## config.mk

```make
export PLATFORM = sky130hd
export DESIGN_NAME = snn_conv_scheduler
export DESIGN_NICKNAME = d
export VERILOG_FILES = /design/src/rtl/snn_pkg.sv /design/src/rtl/snn_pkt_builder.sv /design/src/rtl/snn_conv_scheduler.sv
export SDC_FILE = /design/constraint.sdc
export NUM_CORES = 1
export LEC_CHECK = 0
export CAP_MARGIN = 20
export CORE_MARGIN = 5
export CORE_UTILIZATION = 30
export CTS_BUF_LIST = sky130_fd_sc_hd__clkbuf_16
export DETAILED_ROUTE_END_ITERATION = 10
export GPL_TIMING_DRIVEN = 0
export PLACE_DENSITY = 0.53
export SLEW_MARGIN = 10
export SYNTH_ARGS = -nofsm -noshare
export SYNTH_HDL_FRONTEND = slang
export SYNTH_SLANG_ARGS = --single-unit
```

## constraint.sdc

```tcl
create_clock -name clk -period 6.2 [get_ports clk]
set_input_delay 0.93 -clock clk [delete_from_list [all_inputs] [get_ports clk]]
set_output_delay 0.93 -clock clk [all_outputs]
set_load 0.01 [all_outputs]
```

## src/rtl/snn_pkg.sv

```systemverilog
// Shared definitions for the spiking-convolution job scheduler: packet header
// layout, filter/ifmap encodings, FSM state type and packet-width helpers.
package snn_pkg;

  localparam int HDR_W        = 9;
  localparam int HDR_DIR_LSB  = 0;
  localparam int HDR_DIR_W    = 2;
  localparam int HDR_XHOP_LSB = 2;
  localparam int HDR_XHOP_W   = 2;
  localparam int HDR_YHOP_BIT = 4;
  localparam int HDR_TS_BIT   = 5;
  localparam int HDR_FILT_BIT = 6;
  localparam int HDR_ROW_LSB  = 7;
  localparam int HDR_ROW_W    = 2;

  localparam int RES_SPIKE_BIT = 9;
  localparam int RES_PE_LSB    = 10;

  localparam logic       FILT_FLAG = 1'b1;
  localparam logic       IFM_FLAG  = 1'b0;
  localparam logic [1:0] ROW_IFMAP = 2'b00;
  localparam logic [1:0] ROW_0     = 2'b01;
  localparam logic [1:0] ROW_1     = 2'b10;
  localparam logic [1:0] ROW_2     = 2'b11;

  typedef enum logic [2:0] {IDLE, FILT, IFM, WAIT, DONE} state_t;

  function automatic int pkt_width(input int fw);
    return 3 * fw + HDR_W;
  endfunction

  function automatic int spike_width(input int npe, input int nts);
    return npe * nts;
  endfunction

endpackage

```

## src/rtl/snn_pkt_builder.sv

```systemverilog
// Combinational packer: routing header plus either one filter row (three
// weights) or one timestep of the 3x3 binary ifmap.
module snn_pkt_builder
  import snn_pkg::*;
#(
  parameter int         FILTER_WIDTH = 8,
  parameter logic [1:0] DIR          = 2'b11,
  parameter logic [1:0] XHOP         = 2'b10,
  parameter logic       YHOP         = 1'b0
) (
  input  logic                                is_filter,
  input  logic [1:0]                          row,
  input  logic                                ts,
  input  logic [9*FILTER_WIDTH-1:0]           filter,
  input  logic [8:0]                          ifmap_ts,
  output logic [pkt_width(FILTER_WIDTH)-1:0]  pkt
);

  localparam int FW = FILTER_WIDTH;
  localparam int PW = pkt_width(FILTER_WIDTH);

  always_comb begin
    pkt = '0;
    pkt[HDR_DIR_LSB +: HDR_DIR_W]   = DIR;
    pkt[HDR_XHOP_LSB +: HDR_XHOP_W] = XHOP;
    pkt[HDR_YHOP_BIT]               = YHOP;
    if (is_filter) begin
      pkt[HDR_FILT_BIT] = FILT_FLAG;
      // f0 sits in the MSBs of filter, so each row is one contiguous slice
      case (row)
        2'd0: begin
          pkt[HDR_ROW_LSB +: HDR_ROW_W] = ROW_0;
          pkt[PW-1:HDR_W] = filter[9*FW-1 -: 3*FW];
        end
        2'd1: begin
          pkt[HDR_ROW_LSB +: HDR_ROW_W] = ROW_1;
          pkt[PW-1:HDR_W] = filter[6*FW-1 -: 3*FW];
        end
        default: begin
          pkt[HDR_ROW_LSB +: HDR_ROW_W] = ROW_2;
          pkt[PW-1:HDR_W] = filter[3*FW-1 -: 3*FW];
        end
      endcase
    end else begin
      pkt[HDR_FILT_BIT] = IFM_FLAG;
      pkt[HDR_ROW_LSB +: HDR_ROW_W] = ROW_IFMAP;
      pkt[HDR_TS_BIT] = ts;
      // each ifmap row is sent column-reversed: i2,i1,i0 | i5,i4,i3 | i8,i7,i6
      for (int g = 0; g < 3; g++) begin
        for (int j = 0; j < 3; j++) begin
          pkt[HDR_W + 3*g + j] = ifmap_ts[3*g + 2 - j];
        end
      end
    end
  end

endmodule

```

## src/rtl/snn_conv_scheduler.sv

```systemverilog
// Sequences one 3x3 spiking-convolution job into the NoC: three filter rows,
// then per timestep one ifmap packet followed by a wait for all PE results.
module snn_conv_scheduler
  import snn_pkg::*;
#(
  parameter int         FILTER_WIDTH = 8,
  parameter int         OUTPUT_WIDTH = 12,
  parameter int         NUM_PE       = 3,
  parameter int         NUM_TS       = 2,
  parameter logic [1:0] DIR          = 2'b11,
  parameter logic [1:0] XHOP         = 2'b10,
  parameter logic       YHOP         = 1'b0
) (
  input  logic                                   clk,
  input  logic                                   rst,
  input  logic                                   start,
  input  logic [9*FILTER_WIDTH-1:0]              filter_i,
  input  logic [9*NUM_TS-1:0]                    ifmap_i,
  output logic                                   pkt_valid,
  input  logic                                   pkt_ready,
  output logic [pkt_width(FILTER_WIDTH)-1:0]     pkt_data,
  input  logic                                   res_valid,
  output logic                                   res_ready,
  input  logic [pkt_width(FILTER_WIDTH)-1:0]     res_data,
  output logic [spike_width(NUM_PE,NUM_TS)-1:0]  spike_map,
  output logic                                   busy,
  output logic                                   done,
  output logic                                   err
);

  localparam int         PW       = pkt_width(FILTER_WIDTH);
  localparam int         SW       = spike_width(NUM_PE, NUM_TS);
  localparam logic [2:0] NUM_PE_L = 3'(NUM_PE);
  localparam logic [3:0] PE_MASK  = 4'((1 << NUM_PE) - 1);
  localparam logic       LAST_T   = 1'(NUM_TS - 1);

  state_t                    state_reg, state_next;
  logic [1:0]                row_reg, row_next;
  logic                      t_reg, t_next;
  logic [3:0]                seen_reg, seen_after;
  logic [SW-1:0]             spike_reg, spike_hit;
  logic                      err_reg;
  logic [9*FILTER_WIDTH-1:0] filter_reg, filter_src;
  logic [9*NUM_TS-1:0]       ifmap_reg, ifmap_src;
  logic [8:0]                ifmap_ts;
  logic [PW-1:0]             pkt_built, pkt_data_reg;
  logic                      pkt_valid_reg, res_ready_reg, busy_reg, done_reg;

  logic       start_accept, pkt_fire, res_fire, res_accept;
  logic       pe_bad, pe_dup, all_seen, res_spike;
  logic [1:0] res_pe;
  logic [3:0] spike_idx;
  logic       unused_res_bits;

  assign start_accept = start && (state_reg == IDLE);
  assign pkt_fire     = pkt_valid_reg && pkt_ready;
  assign res_fire     = res_valid && res_ready_reg;
  assign res_pe       = res_data[RES_PE_LSB +: 2];
  assign res_spike    = res_data[RES_SPIKE_BIT];
  assign pe_bad       = {1'b0, res_pe} >= NUM_PE_L;
  assign pe_dup       = seen_reg[res_pe];
  assign res_accept   = res_fire && !pe_bad && !pe_dup;
  assign seen_after   = seen_reg | (res_accept ? (4'b0001 << res_pe) : 4'b0000);
  assign all_seen     = res_accept && ((seen_after & PE_MASK) == PE_MASK);
  assign spike_idx    = (t_reg ? 4'(NUM_PE) : 4'd0) + {2'b00, res_pe};

  // residue and routing fields of results are intentionally dropped
  assign unused_res_bits = ^{res_data[PW-1 -: OUTPUT_WIDTH], res_data[PW-1:12], res_data[8:0]};

  // the first row goes out the cycle after start, before the latches update
  assign filter_src = (state_reg == IDLE) ? filter_i : filter_reg;
  assign ifmap_src  = (state_reg == IDLE) ? ifmap_i  : ifmap_reg;

  generate
    if (NUM_TS > 1) begin : g_ts2
      assign ifmap_ts = t_next ? ifmap_src[17:9] : ifmap_src[8:0];
    end else begin : g_ts1
      assign ifmap_ts = ifmap_src[8:0];
    end
  endgenerate

  genvar gi;
  generate
    for (gi = 0; gi < SW; gi++) begin : g_spike
      assign spike_hit[gi] = res_accept && (spike_idx == 4'(gi));
    end
  endgenerate

  snn_pkt_builder #(
    .FILTER_WIDTH (FILTER_WIDTH),
    .DIR          (DIR),
    .XHOP         (XHOP),
    .YHOP         (YHOP)
  ) u_builder (
    .is_filter (state_next == FILT),
    .row       (row_next),
    .ts        (t_next),
    .filter    (filter_src),
    .ifmap_ts  (ifmap_ts),
    .pkt       (pkt_built)
  );

  always_comb begin
    state_next = state_reg;
    row_next   = row_reg;
    t_next     = t_reg;
    case (state_reg)
      IDLE: if (start) begin
        state_next = FILT;
        row_next   = 2'd0;
        t_next     = 1'b0;
      end
      FILT: if (pkt_fire) begin
        if (row_reg == 2'd2) begin
          state_next = IFM;
          t_next     = 1'b0;
        end else begin
          row_next = row_reg + 2'd1;
        end
      end
      IFM: if (pkt_fire) state_next = WAIT;
      WAIT: if (all_seen) begin
        if (t_reg == LAST_T) begin
          state_next = DONE;
        end else begin
          t_next     = t_reg + 1'b1;
          state_next = IFM;
        end
      end
      DONE:    state_next = IDLE;
      default: state_next = IDLE;
    endcase
  end

  // outputs are decoded from the next state so they line up with it
  always_ff @(posedge clk or posedge rst) begin
    if (rst) begin
      state_reg     <= IDLE;
      row_reg       <= 2'd0;
      t_reg         <= 1'b0;
      seen_reg      <= '0;
      spike_reg     <= '0;
      err_reg       <= 1'b0;
      filter_reg    <= '0;
      ifmap_reg     <= '0;
      pkt_valid_reg <= 1'b0;
      pkt_data_reg  <= '0;
      res_ready_reg <= 1'b0;
      busy_reg      <= 1'b0;
      done_reg      <= 1'b0;
    end else begin
      state_reg     <= state_next;
      row_reg       <= row_next;
      t_reg         <= t_next;
      seen_reg      <= (state_reg == WAIT) ? seen_after : 4'b0000;
      if (start_accept) begin
        filter_reg <= filter_i;
        ifmap_reg  <= ifmap_i;
        spike_reg  <= '0;
        err_reg    <= 1'b0;
      end else begin
        spike_reg <= (spike_reg & ~spike_hit) | (spike_hit & {SW{res_spike}});
        if (res_fire && (pe_bad || pe_dup)) err_reg <= 1'b1;
      end
      pkt_valid_reg <= (state_next == FILT) || (state_next == IFM);
      pkt_data_reg  <= ((state_next == FILT) || (state_next == IFM)) ? pkt_built : '0;
      res_ready_reg <= (state_next == WAIT);
      busy_reg      <= (state_next != IDLE);
      done_reg      <= (state_next == DONE);
    end
  end

  assign pkt_valid = pkt_valid_reg;
  assign pkt_data  = pkt_data_reg;
  assign res_ready = res_ready_reg;
  assign spike_map = spike_reg;
  assign busy      = busy_reg;
  assign done      = done_reg;
  assign err       = err_reg;

endmodule

```

==> Implementation_results.wiki <==
{| class="wikitable"
! Metric !! Value
|-
| Kind of capture point of the worst setup path || register
|-
| CORE AREA || 0.0225 mm2
|-
| Clock period minus worst slack || 3.17 ns
|-
| Setup repair after global routing missed its margin || no
|-
| Starting Density || 0.303
|-
| Critical path data arrival time || 3.53 ns
|-
| Most common cell on crit path || nand2_1
|-
| Share of total power in the clock network || 0.231
|-
| Post-route fraction of the period consumed by the critical path || 0.512
|-
| Antenna violations before repair || 0
|-
| Share of power burned in registers || 0.347
|-
| Capture point of the critical path || filter_reg[67]$_DFFE_PP0P_
|-
| FMAX || 315 MHz
|-
| Mean Syn Cell Area || 8.93 um2
|-
| Setup tns final || 0 ns
|-
| Worst Setup Start Kind || input pin
|-
| Leading cell types by count after synthesis || nand2_1 (312), dfrtp_1 (138), nor2_1 (54)
|-
| Clock-pin slew reported for the worst setup and hold paths after clock tree synthesis || 0.06 ns
|-
| Critical path type || in2reg
|-
| Port Buffers || 139
|-
| Relative area change from synthesis to final layout || 34.4%
|-
| Cts-stage hold buffer count || 0
|-
| Share of async-settable or async-resettable flops after synthesis || 1.00
|-
| Routability-driven placement congestion ratio || 0.819
|-
| Routed via count divided by cell count || 4.93
|-
| Routed vias || 6023
|-
| Worst reg-to-reg path cell count || 7
|-
| Cell types occupying the most area after synthesis || dfrtp_1 (51%), nand2_1 (17%), a221oi_1 (4.1%)
|-
| Path type of the worst min-delay path || reg2reg
|-
| Cell type with the largest total area after synthesis || dfrtp_1
|-
| Nets || 1056
|-
| Startpoint of the most critical setup path || start
|-
| Overall die area || 0.0259 mm2
|-
| Cell count after synthesis || 764
|-
| Buffer count from post-CTS setup fixing || 0
|-
| Pre-antenna DRT Iters || 5
|-
| Critical Path Max Stage Delay || 0.62 ns
|-
| Root Buffer || clkbuf_16
|-
| Worst max-slew margin expressed relative to the limit || 0.448
|-
| Status || completed
|-
| DRC violation total after the first TritonRoute iteration || 389
|-
| Net switching share of the total power || 0.381
|-
| Die boundary height || 161 um
|-
| Reported leakage power || 4.19 nW
|-
| Slew at the pin closest to its max-slew limit || 0.828 ns
|-
| Origin of the critical flop-to-flop path || state_reg[0]$_DFF_PP0_
|-
| Count of max-cap constraint violations || 0
|-
| Clk buf depth || 2
|-
| Synthesis-stage register bit count || 138
|-
| Total CTS buffers || 17
|-
| Filler instances || 2245
|-
| Wire length per cell || 18.2 um
|-
| Post-Route Skew || 0.00558 ns
|-
| Horiz. Die Dim || 161 um
|-
| IO Count || 172
|-
| Half-perimeter wire length after detailed placement || 16.2 mm
|-
| Number of hold-slack violations in the final timing report || 0
|-
| Aggregate routed wire length || 22.3 mm
|-
| Required time reported for the critical path endpoint || 6.56 ns
|-
| Combinational power share || 0.422
|-
| Row count || 55
|-
| Mapped cell area || 0.00682 mm2
|-
| Synth warn || 0
|-
| DRC || 0
|-
| Largest net degree at the start of global routing || 97
|-
| Clock tree sinks || 138
|-
| Number of antenna diodes || 0
|-
| Final worst slack || 3.03 ns
|-
| Synth top area share || 0.506
|-
| Max FFs per register || 72
|-
| R2r setup slk || 3.50 ns
|-
| Count of flip-flops with a built-in enable after synthesis || 0
|-
| Top flip-flop cell by instance count after synthesis || dfrtp_1
|-
| Worst setup timing slack at the placement stage || 2.61 ns
|-
| Post-CTS Resized || 0
|-
| Worst slack on hold paths || 0.466 ns
|-
| DRT antenna net count || 0
|-
| Cell-internal power || 2.63 mW
|-
| Fraction of final layout cells sized beyond drive strength 1 || 0.0994
|-
| Worst supply voltage drop on vdd || 0.167 mV
|-
| Global-route total usage across every layer || 0.172
|-
| Wire length of the first global-routing pass || 34.5 mm
|-
| Insertion delay of the later-clocked pin in the worst-skew pair || 0.42 ns
|-
| Power density relative to cell area || 463 mW/mm2
|-
| Critical path cell sequence || clkdlybuf4s50_1, nand2b_1, nor3_1, clkbuf_1, buf_1, nand2_1, nand2_1
|-
| Leading cell type by number of instances after synthesis || nand2_1
|-
| Total gr overflow || 0
|-
| Via count of the first global-routing pass || 6088
|-
| Sw power || 1.62 mW
|-
| Count of endpoints failing setup in the final report || 0
|-
| Depth of the CTS H-tree || 4
|-
| Critical Path Slowest Stage Cell || nor3_1
|-
| Critical path fanouts, max || 10
|-
| Sequential element share of the synthesized area || 0.506
|-
| Final Max Tran Viols || 0
|-
| Capture instance of the worst register-to-register path || filter_reg[67]$_DFFE_PP0P_
|-
| Clock tree from TritonCTS || yes
|-
| Count of unique library cells instantiated by Yosys || 63
|}
[metal layers]
metal / share of wire / vias up / wire (um) / track usage
li1: - / 2898 / - / -
met1: 0.47 / 2933 / 10400 / 0.238
met2: 0.47 / 161 / 10400 / 0.271
met3: 0.041 / 31 / 922 / 0.0308
met4: 0.024 / 0 / 525 / 0.0620
met5: 0 / - / 0 / 0
[per-stage QoR]
step	std cells	power [mW]	cell area, um2	util
CTS	1221	4.28	9170	0.407
floorplan	765	2.60	6830	-
global placement	1189	3.27	8570	0.381
global route	1221	4.53	9170	0.407
detailed placement	1190	3.28	8610	0.383
finish	1221	4.25	9170	0.407
[cell usage in the layout, fill, tap and decap left out, drive strengths merged, types with 3 or more instances in the layout]
master / Yosys / routed
nand2: 321 / 321
clkdlybuf4s50: 0 / 139
dfrtp: 138 / 138
nor2: 55 / 55
clkbuf: 33 / 50
a221oi: 39 / 39
buf: 24 / 25
o32ai: 16 / 16
mux2i: 14 / 14
inv: 10 / 11
and2: 10 / 10
and3: 10 / 10
nand3: 10 / 10
o221ai: 10 / 10
a211oi: 9 / 9
a21o: 8 / 8
clkinv: 0 / 8
a21oi: 7 / 7
nor3: 5 / 5
or2: 4 / 4
nand2b: 3 / 3
ha: 3 / 3
clkinvlp: 0 / 3
or3: 3 / 3
[kinds of logic after synthesis]
| group | after synthesis | synth area share |
|---|---|---|
| muxes | 15 | 0.0222 |
| AOI/OAI and AO/OA | 103 | 0.141 |
| and+or+nand+nor | 436 | 0.273 |
| other | 1 | 0.000550 |
| DFF | 138 | 0.506 |
| buffers and inverters | 67 | 0.0493 |
| adders and majority gates | 4 | 0.00844 |
[worst min-delay path by stage]
stage,depth (start not counted),startpoint,endpoint,slack [ns]
finish,2,ifmap_reg[13]$_DFFE_PP0P_,ifmap_reg[13]$_DFFE_PP0P_,0.47
global route,2,ifmap_reg[8]$_DFFE_PP0P_,ifmap_reg[8]$_DFFE_PP0P_,0.49
CTS,2,ifmap_reg[13]$_DFFE_PP0P_,ifmap_reg[13]$_DFFE_PP0P_,0.47
detailed placement,2,ifmap_reg[13]$_DFFE_PP0P_,ifmap_reg[13]$_DFFE_PP0P_,0.45
global placement,2,ifmap_reg[16]$_DFFE_PP0P_,ifmap_reg[16]$_DFFE_PP0P_,0.45
floorplan,2,ifmap_reg[10]$_DFFE_PP0P_,ifmap_reg[10]$_DFFE_PP0P_,0.44
[critical path, delay by kind of cell]
kind	cells	cell delay (ns)
buf+inv	3	1.69
simple gates	4	0.91
[cell type report]
class	count	area (um2)	area share
flip-flops and latches	138	3450	0.377
inverters	10	45.0	0.00491
well taps	285	357	0.0389
clock inverters	14	134	0.0146
clock buffers	17	425	0.0464
multi-input cells	560	3040	0.331
plain buffers	57	299	0.0326
repair buffers	140	1420	0.155
[power groups by stage]
stage | logic, mW | clock network (mW) | registers [mW]
4_1_cts | 1.80 | 1.00 | 1.47
2_1_floorplan | 1.11 | 0 | 1.49
6_report | 1.79 | 0.981 | 1.47
3_5_place_dp | 1.79 | 0 | 1.49
5_1_grt | 1.98 | 1.04 | 1.51
3_3_place_gp | 1.78 | 0 | 1.48
Note: power is estimated with default switching activity, not from simulation.
